<file path="src/rtl/pipe_stage_reg.sv">
// Pipeline-stage register with valid/ready handshake, synchronous flush and NOP bubbles.
// Define PIPE_STAGE_SKID_EN for the two-entry skid buffer with a registered in_ready_o.
module pipe_stage_reg #(
    parameter int unsigned    DW      = 64,
    parameter logic [DW-1:0]  NOP_VAL = {DW{1'b0}}
) (
    input  logic          clk,
    input  logic          rst,
    input  logic          flush_i,
    input  logic          in_valid_i,
    output logic          in_ready_o,
    input  logic [DW-1:0] in_data_i,
    output logic          out_valid_o,
    input  logic          out_ready_i,
    output logic [DW-1:0] out_data_o,
    output logic [1:0]    occupancy_o
);

    logic          main_valid, main_valid_nxt;
    logic [DW-1:0] main_data, main_data_nxt;
    logic          in_fire, out_fire;

    assign in_fire     = in_valid_i & in_ready_o;
    assign out_fire    = main_valid & out_ready_i;
    assign out_valid_o = main_valid;
    assign out_data_o  = main_data;

`ifdef PIPE_STAGE_SKID_EN
    logic          skid_valid, skid_valid_nxt;
    logic [DW-1:0] skid_data, skid_data_nxt;

    assign in_ready_o  = !skid_valid;
    assign occupancy_o = {1'b0, main_valid} + {1'b0, skid_valid};

    // NOTE: every next-state signal gets its hold value first so no path infers a latch.
    always_comb begin
        main_valid_nxt = main_valid;
        main_data_nxt  = main_data;
        skid_valid_nxt = skid_valid;
        skid_data_nxt  = skid_data;
        if (flush_i) begin
            main_valid_nxt = 1'b0;
            main_data_nxt  = NOP_VAL;
            skid_valid_nxt = 1'b0;
            skid_data_nxt  = NOP_VAL;
        end else if (!main_valid || out_fire) begin
            if (skid_valid) begin
                main_valid_nxt = 1'b1;
                main_data_nxt  = skid_data;
                skid_valid_nxt = 1'b0;
                skid_data_nxt  = NOP_VAL;
            end else if (in_fire) begin
                main_valid_nxt = 1'b1;
                main_data_nxt  = in_data_i;
            end else begin
                main_valid_nxt = 1'b0;
                main_data_nxt  = NOP_VAL;
            end
        end else if (in_fire) begin
            // Main is stalled: the beat accepted this cycle parks in the skid entry.
            skid_valid_nxt = 1'b1;
            skid_data_nxt  = in_data_i;
        end
    end

    always_ff @(posedge clk or negedge rst) begin
        if (!rst) begin
            skid_valid <= 1'b0;
            skid_data  <= NOP_VAL;
        end else begin
            skid_valid <= skid_valid_nxt;
            skid_data  <= skid_data_nxt;
        end
    end
`else
    assign in_ready_o  = !main_valid || out_ready_i;
    assign occupancy_o = {1'b0, main_valid};

    always_comb begin
        main_valid_nxt = main_valid;
        main_data_nxt  = main_data;
        if (flush_i) begin
            main_valid_nxt = 1'b0;
            main_data_nxt  = NOP_VAL;
        end else if (!main_valid || out_fire) begin
            main_valid_nxt = in_fire;
            main_data_nxt  = in_fire ? in_data_i : NOP_VAL;
        end
    end
`endif

    // NOTE: payload registers are reset too, because out_data_o must show NOP_VAL, never stale data.
    always_ff @(posedge clk or negedge rst) begin
        if (!rst) begin
            // NOTE: non-blocking assignments keep every register sampling pre-edge values.
            main_valid <= 1'b0;
            main_data  <= NOP_VAL;
        end else begin
            main_valid <= main_valid_nxt;
            main_data  <= main_data_nxt;
        end
    end

endmodule

</file>
<file path="config.mk">
export PLATFORM = sky130hd
export DESIGN_NAME = pipe_stage_reg
export DESIGN_NICKNAME = d
export VERILOG_FILES = /design/src/rtl/pipe_stage_reg.sv
export SDC_FILE = /design/constraint.sdc
export NUM_CORES = 1
export LEC_CHECK = 0
export BUFFER_PORTS_ARGS = -buffer_cell sky130_fd_sc_hd__clkbuf_2
export CAP_MARGIN = 30
export CORE_MARGIN = 2
export CORE_UTILIZATION = 48
export DETAILED_ROUTE_END_ITERATION = 16
export PLACE_DENSITY = 0.88
export SETUP_SLACK_MARGIN = 0.2
export SLEW_MARGIN = 20
export SYNTH_ARGS = -nofsm -noshare
export SYNTH_HDL_FRONTEND = slang
export SYNTH_SLANG_ARGS = --single-unit
export TNS_END_PERCENT = 30
</file>
<file path="constraint.sdc">
create_clock -name clk -period 1.4 [get_ports clk]
set_input_delay 0.21 -clock clk [delete_from_list [all_inputs] [get_ports clk]]
set_output_delay 0.21 -clock clk [all_outputs]
set_load 0.005 [all_outputs]
</file>
# Word-level counts from Yosys, hierarchy flattened
# Index checks and enable logic that the tools add are counted.
# word_totals
reg_bits	65
in_bits	69
out_inout_bits	68
word_cells	13
# classes
muxes	5
n_bitwise	2
reduce_logical	4
# ops
cell	n
2-to-1 mux 64 bit	3
AND 1 bit	2
logical OR 1 bit	2
2-to-1 mux 1 bit	2
nonzero test 2 bit	1
zero test 1 bit	1

# Logic depth before layout (Yosys ltp)
# logic_depth
ltp_word	6
mapped_depth	6
mapped_depth_nobuf	4

# Worst setup path before layout
# Ideal clock, no wire load.
# synth_timing
kind	register -> register
from	register main_valid, in the netlist out_valid_o
to	register main_data[0], in the netlist out_data_o[0]
setup_time_ps	129
t_arrival_ps	986
required_ps	1271
path_slack_ps	285
stages_incl_launch_ff	7
synth_period_minus_slack_ps	1115
path_cell_list	dfrtp_1 -> nor2b_4 -> inv_4 -> buf_12 -> buf_12 -> nand3_2 -> a21oi_2
# synth_between
elab_chain_cells	6
word_cells_on_any_way	9
# synth_rtl
item	line	source
start: declaration	19	logic main_valid, main_valid_nxt;
start signal: assignment	99	main_valid <= main_valid_nxt;
zero test 1 bit	76, 85	
logical OR 1 bit	76	assign in_ready_o = !main_valid || out_ready_i;
AND 1 bit	23	assign in_fire = in_valid_i & in_ready_o;
2-to-1 mux 64 bit	87	main_data_nxt = in_fire ? in_data_i : NOP_VAL;
2-to-1 mux 64 bit	85	end else if (!main_valid || out_fire) begin
2-to-1 mux 64 bit	82	if (flush_i) begin
end signal: assignment	100	main_data <= main_data_nxt;
end: declaration	20	logic [DW-1:0] main_data, main_data_nxt;
# Parallel ways exist; a longest one is shown, timed or not. The select of a mux whose other input is x is not followed.
# A chain may end at the register's enable or synchronous reset.

# Final worst setup path
# layout_timing
from	register main_valid, in the netlist out_valid_o
to	register main_data[41], in the netlist out_data_o[41]
# The elaborated chain is that of the path after synthesis.

==> results_dict.tcl <==
set metrics [dict create \
    outcome "completed" \
    netlist_area_um2 3270 \
    fillers 553 \
    h-tree-depth 3 \
    cts.sinks 65 \
    startpoint_type "register" \
    core_um2 6680 \
    clockBufferDepth 2 \
    placed_cells 487 \
    io_buffers 135 \
    start_util 0.490 \
    end_kind "register" \
    final_hold_viol_count 0 \
    row_count 30 \
    arrival_ns 1.50 \
    dpl_cell_area_um2 3930 \
    critical_path.max_fanout 9 \
    power_w 0.00413 \
    setup_viol_count_final 0 \
    die-area_um2 7490 \
    diodes 0 \
    drive_gt1_frac 0.622 \
    area_delta_synth_final_pct 28.8 \
    critical_path.max_stage_delay_ns 0.38 \
    wl_per_cell_um 15.2 \
    seq_area_frac_synth 0.497 \
    switching_share 0.266 \
    skew_ns 0.00557 \
    clock.fmax_mhz 804 \
    grt_pass1_wl_um 12100 \
    slowest_stage "dfrtp_1" \
    hpwlAfterDp_um 5040 \
    tritoncts "yes" \
    drt_iter0_drc 117 \
    clockPowerShare 0.357 \
    wl_um 7730 \
    finalCritPeriodShare 0.889 \
    dr_total_vias 2635 \
    synth_nets 361 \
    drtAntennaViolNets 0 \
    tns_ns 0 \
    p_switching_w 0.00110 \
    cts_inserted_buffers 9 \
    cp.required_ns 1.66 \
    grt_setup_unrepaired "yes" \
    fin_area_um2 4210 \
    io_pins 137 \
    instances_no_fill 509 \
    final_nets 494 \
    clkTransAtPathRegs_ns 0.07 \
    antenna_found_initial 0 \
    leakage_nw 2.01 \
    ys_ff_latch 65 \
    yosysUniqueCellTypes 15 \
    cts_root_buf "clkbuf_8" \
    peakVddDrop_mv 0.545 \
    drv_cap 0 \
    viasPerCell 5.18 \
    criticalPathCategory "register to register" \
    drc_errors 0 \
    synthCells 292 \
    pwr-share-seq 0.485 \
    slew_violations 0 \
    min_period_ns 1.24 \
    grt_overflow_total 0 \
    pwr_density_cell_nw_per_um2 979 \
    fp.dieH_um 86.6 \
    hold_class "input port to register" \
    grt_max_degree 66 \
    p_int_w 0.00303 \
    avgSynthCellArea_um2 11.2 \
    grt_pass1_vias 2643 \
    synth_warnings 0 \
    die_x_um 86.6 \
    grt_use_total 0.207 \
    path_cells "nor2b_4 -> inv_4 -> buf_4 -> clkbuf_16 -> nand3_2 -> a21oi_2" \
    final_util 0.631 \
    clk_latency_ns 0.33 \
    place_congestion 0.716 \
    comb_power_share 0.158 \
    dr.pass1.iters 4 \
]
layout by cell type, fill, tap and decap left out:
master / count
nand2_1: 64
nor2b_4: 1
clkbuf_2: 132
clkinv_2: 1
clkbuf_16: 1
a21oi_1: 14
buf_8: 1
conb_1: 1
buf_16: 1
clkinvlp_4: 1
buf_2: 1
buf_4: 7
nand3_1: 14
clkbuf_1: 1
inv_4: 1
dfrtp_1: 65
buf_12: 8
nor2_1: 2
nand3_2: 50
a21oi_2: 50
clkbuf_8: 12
dlygate4sd3_1: 1
cell families (layout without fill, tap and decap cells):
kind of cell / Yosys count / after routing / synth area share
compound gates: 64 / 64 / 0.155
other cells: 1 / 1 / 0.00115
flops: 65 / 65 / 0.497
simple gates: 131 / 131 / 0.254
buf+inv: 31 / 168 / 0.0922
power groups by stage:
stage,registers (W),clock network (W),logic [W]
floorplan,0.00204,0,0.000348
global placement,0.00204,0,0.000610
detailed placement,0.00204,0,0.000624
CTS,0.00200,0.00150,0.000650
global route,0.00201,0.00158,0.000710
finish,0.00200,0.00147,0.000651
synth_stat cells:
| master | number | area share |
|---|---|---|
| a21oi_1 | 14 | 0.021 |
| a21oi_2 | 50 | 0.13 |
| buf_12 | 6 | 0.037 |
| buf_2 | 8 | 0.012 |
| buf_4 | 8 | 0.018 |
| buf_6 | 6 | 0.021 |
| clkbuf_1 | 2 | 0.0023 |
| conb_1 | 1 | 0.0011 |
| dfrtp_1 | 65 | 0.50 |
| inv_4 | 1 | 0.0019 |
| nand2_1 | 64 | 0.073 |
| nand3_1 | 14 | 0.021 |
| nand3_2 | 50 | 0.15 |
| nor2_1 | 2 | 0.0023 |
| nor2b_4 | 1 | 0.0042 |
metrics by stage:
step | worst slack [ns] | hold WS [ns]
after floorplan | 0.285 | -0.0856
after global placement | 0.231 | 0.253
after detailed placement | 0.162 | 0.258
after CTS | 0.148 | 0.0766
after global routing | 0.123 | 0.0847
final | 0.156 | 0.0922
registers in the layout (all words and copies together) (netlist names):
register     cells
out_data_o      64
out_valid_o      1
metal layers:
layer  vias to the layer above  part of all wire  GRT usage
li1                       1248                 -          -
met1                      1292              0.44      0.262
met2                        83              0.49      0.348
met3                        12             0.054     0.0429
met4                         0             0.015     0.0824
met5                         -                 0          0
worst max-delay path: cells and delay by family (launching register included):
kind            cells  cell delay, ns
flops               1            0.38
compound gates      1            0.15
simple gates        2            0.22
buf+inv             3            0.42
timing repair:
item | 4_1_cts | 5_1_grt
hold endpoints to repair | 65 | 0
buffers inserted | 4 | 0
hold buffers | 1 | 0
setup endpoints to repair | 14 | 45
resized for setup | 1 | 2
cloned | 1 | 1
layout make-up:
class,instances,area (µm²),area share
Inverter,1,6.26,0.00148
Clock buffer,13,169,0.0401
Tap cell,80,100,0.0238
Clock inverter,2,12.5,0.00297
Timing Repair Buffer,152,956,0.227
Multi-Input combinational cell,196,1340,0.319
Sequential cell,65,1630,0.386
worst paths after layout:
check	from	to	slack (ns)	depth (start not counted)
setup / recovery	out_valid_o$_DFFE_PN0P_	out_data_o[41]$_DFFE_PN0P_	0.16	6
hold / removal	in_data_i[61]	out_data_o[61]$_DFFE_PN0P_	0.09	3
setup reg to reg	out_valid_o$_DFFE_PN0P_	out_data_o[41]$_DFFE_PN0P_	0.16	6
hold reg to reg	out_data_o[55]$_DFFE_PN0P_	out_data_o[55]$_DFFE_PN0P_	0.52	2
max in group asynchronous	rst	out_data_o[55]$_DFFE_PN0P_	0.70	3
min in group asynchronous	rst	out_data_o[21]$_DFFE_PN0P_	0.42	3
(Power assumes the default switching activity.)
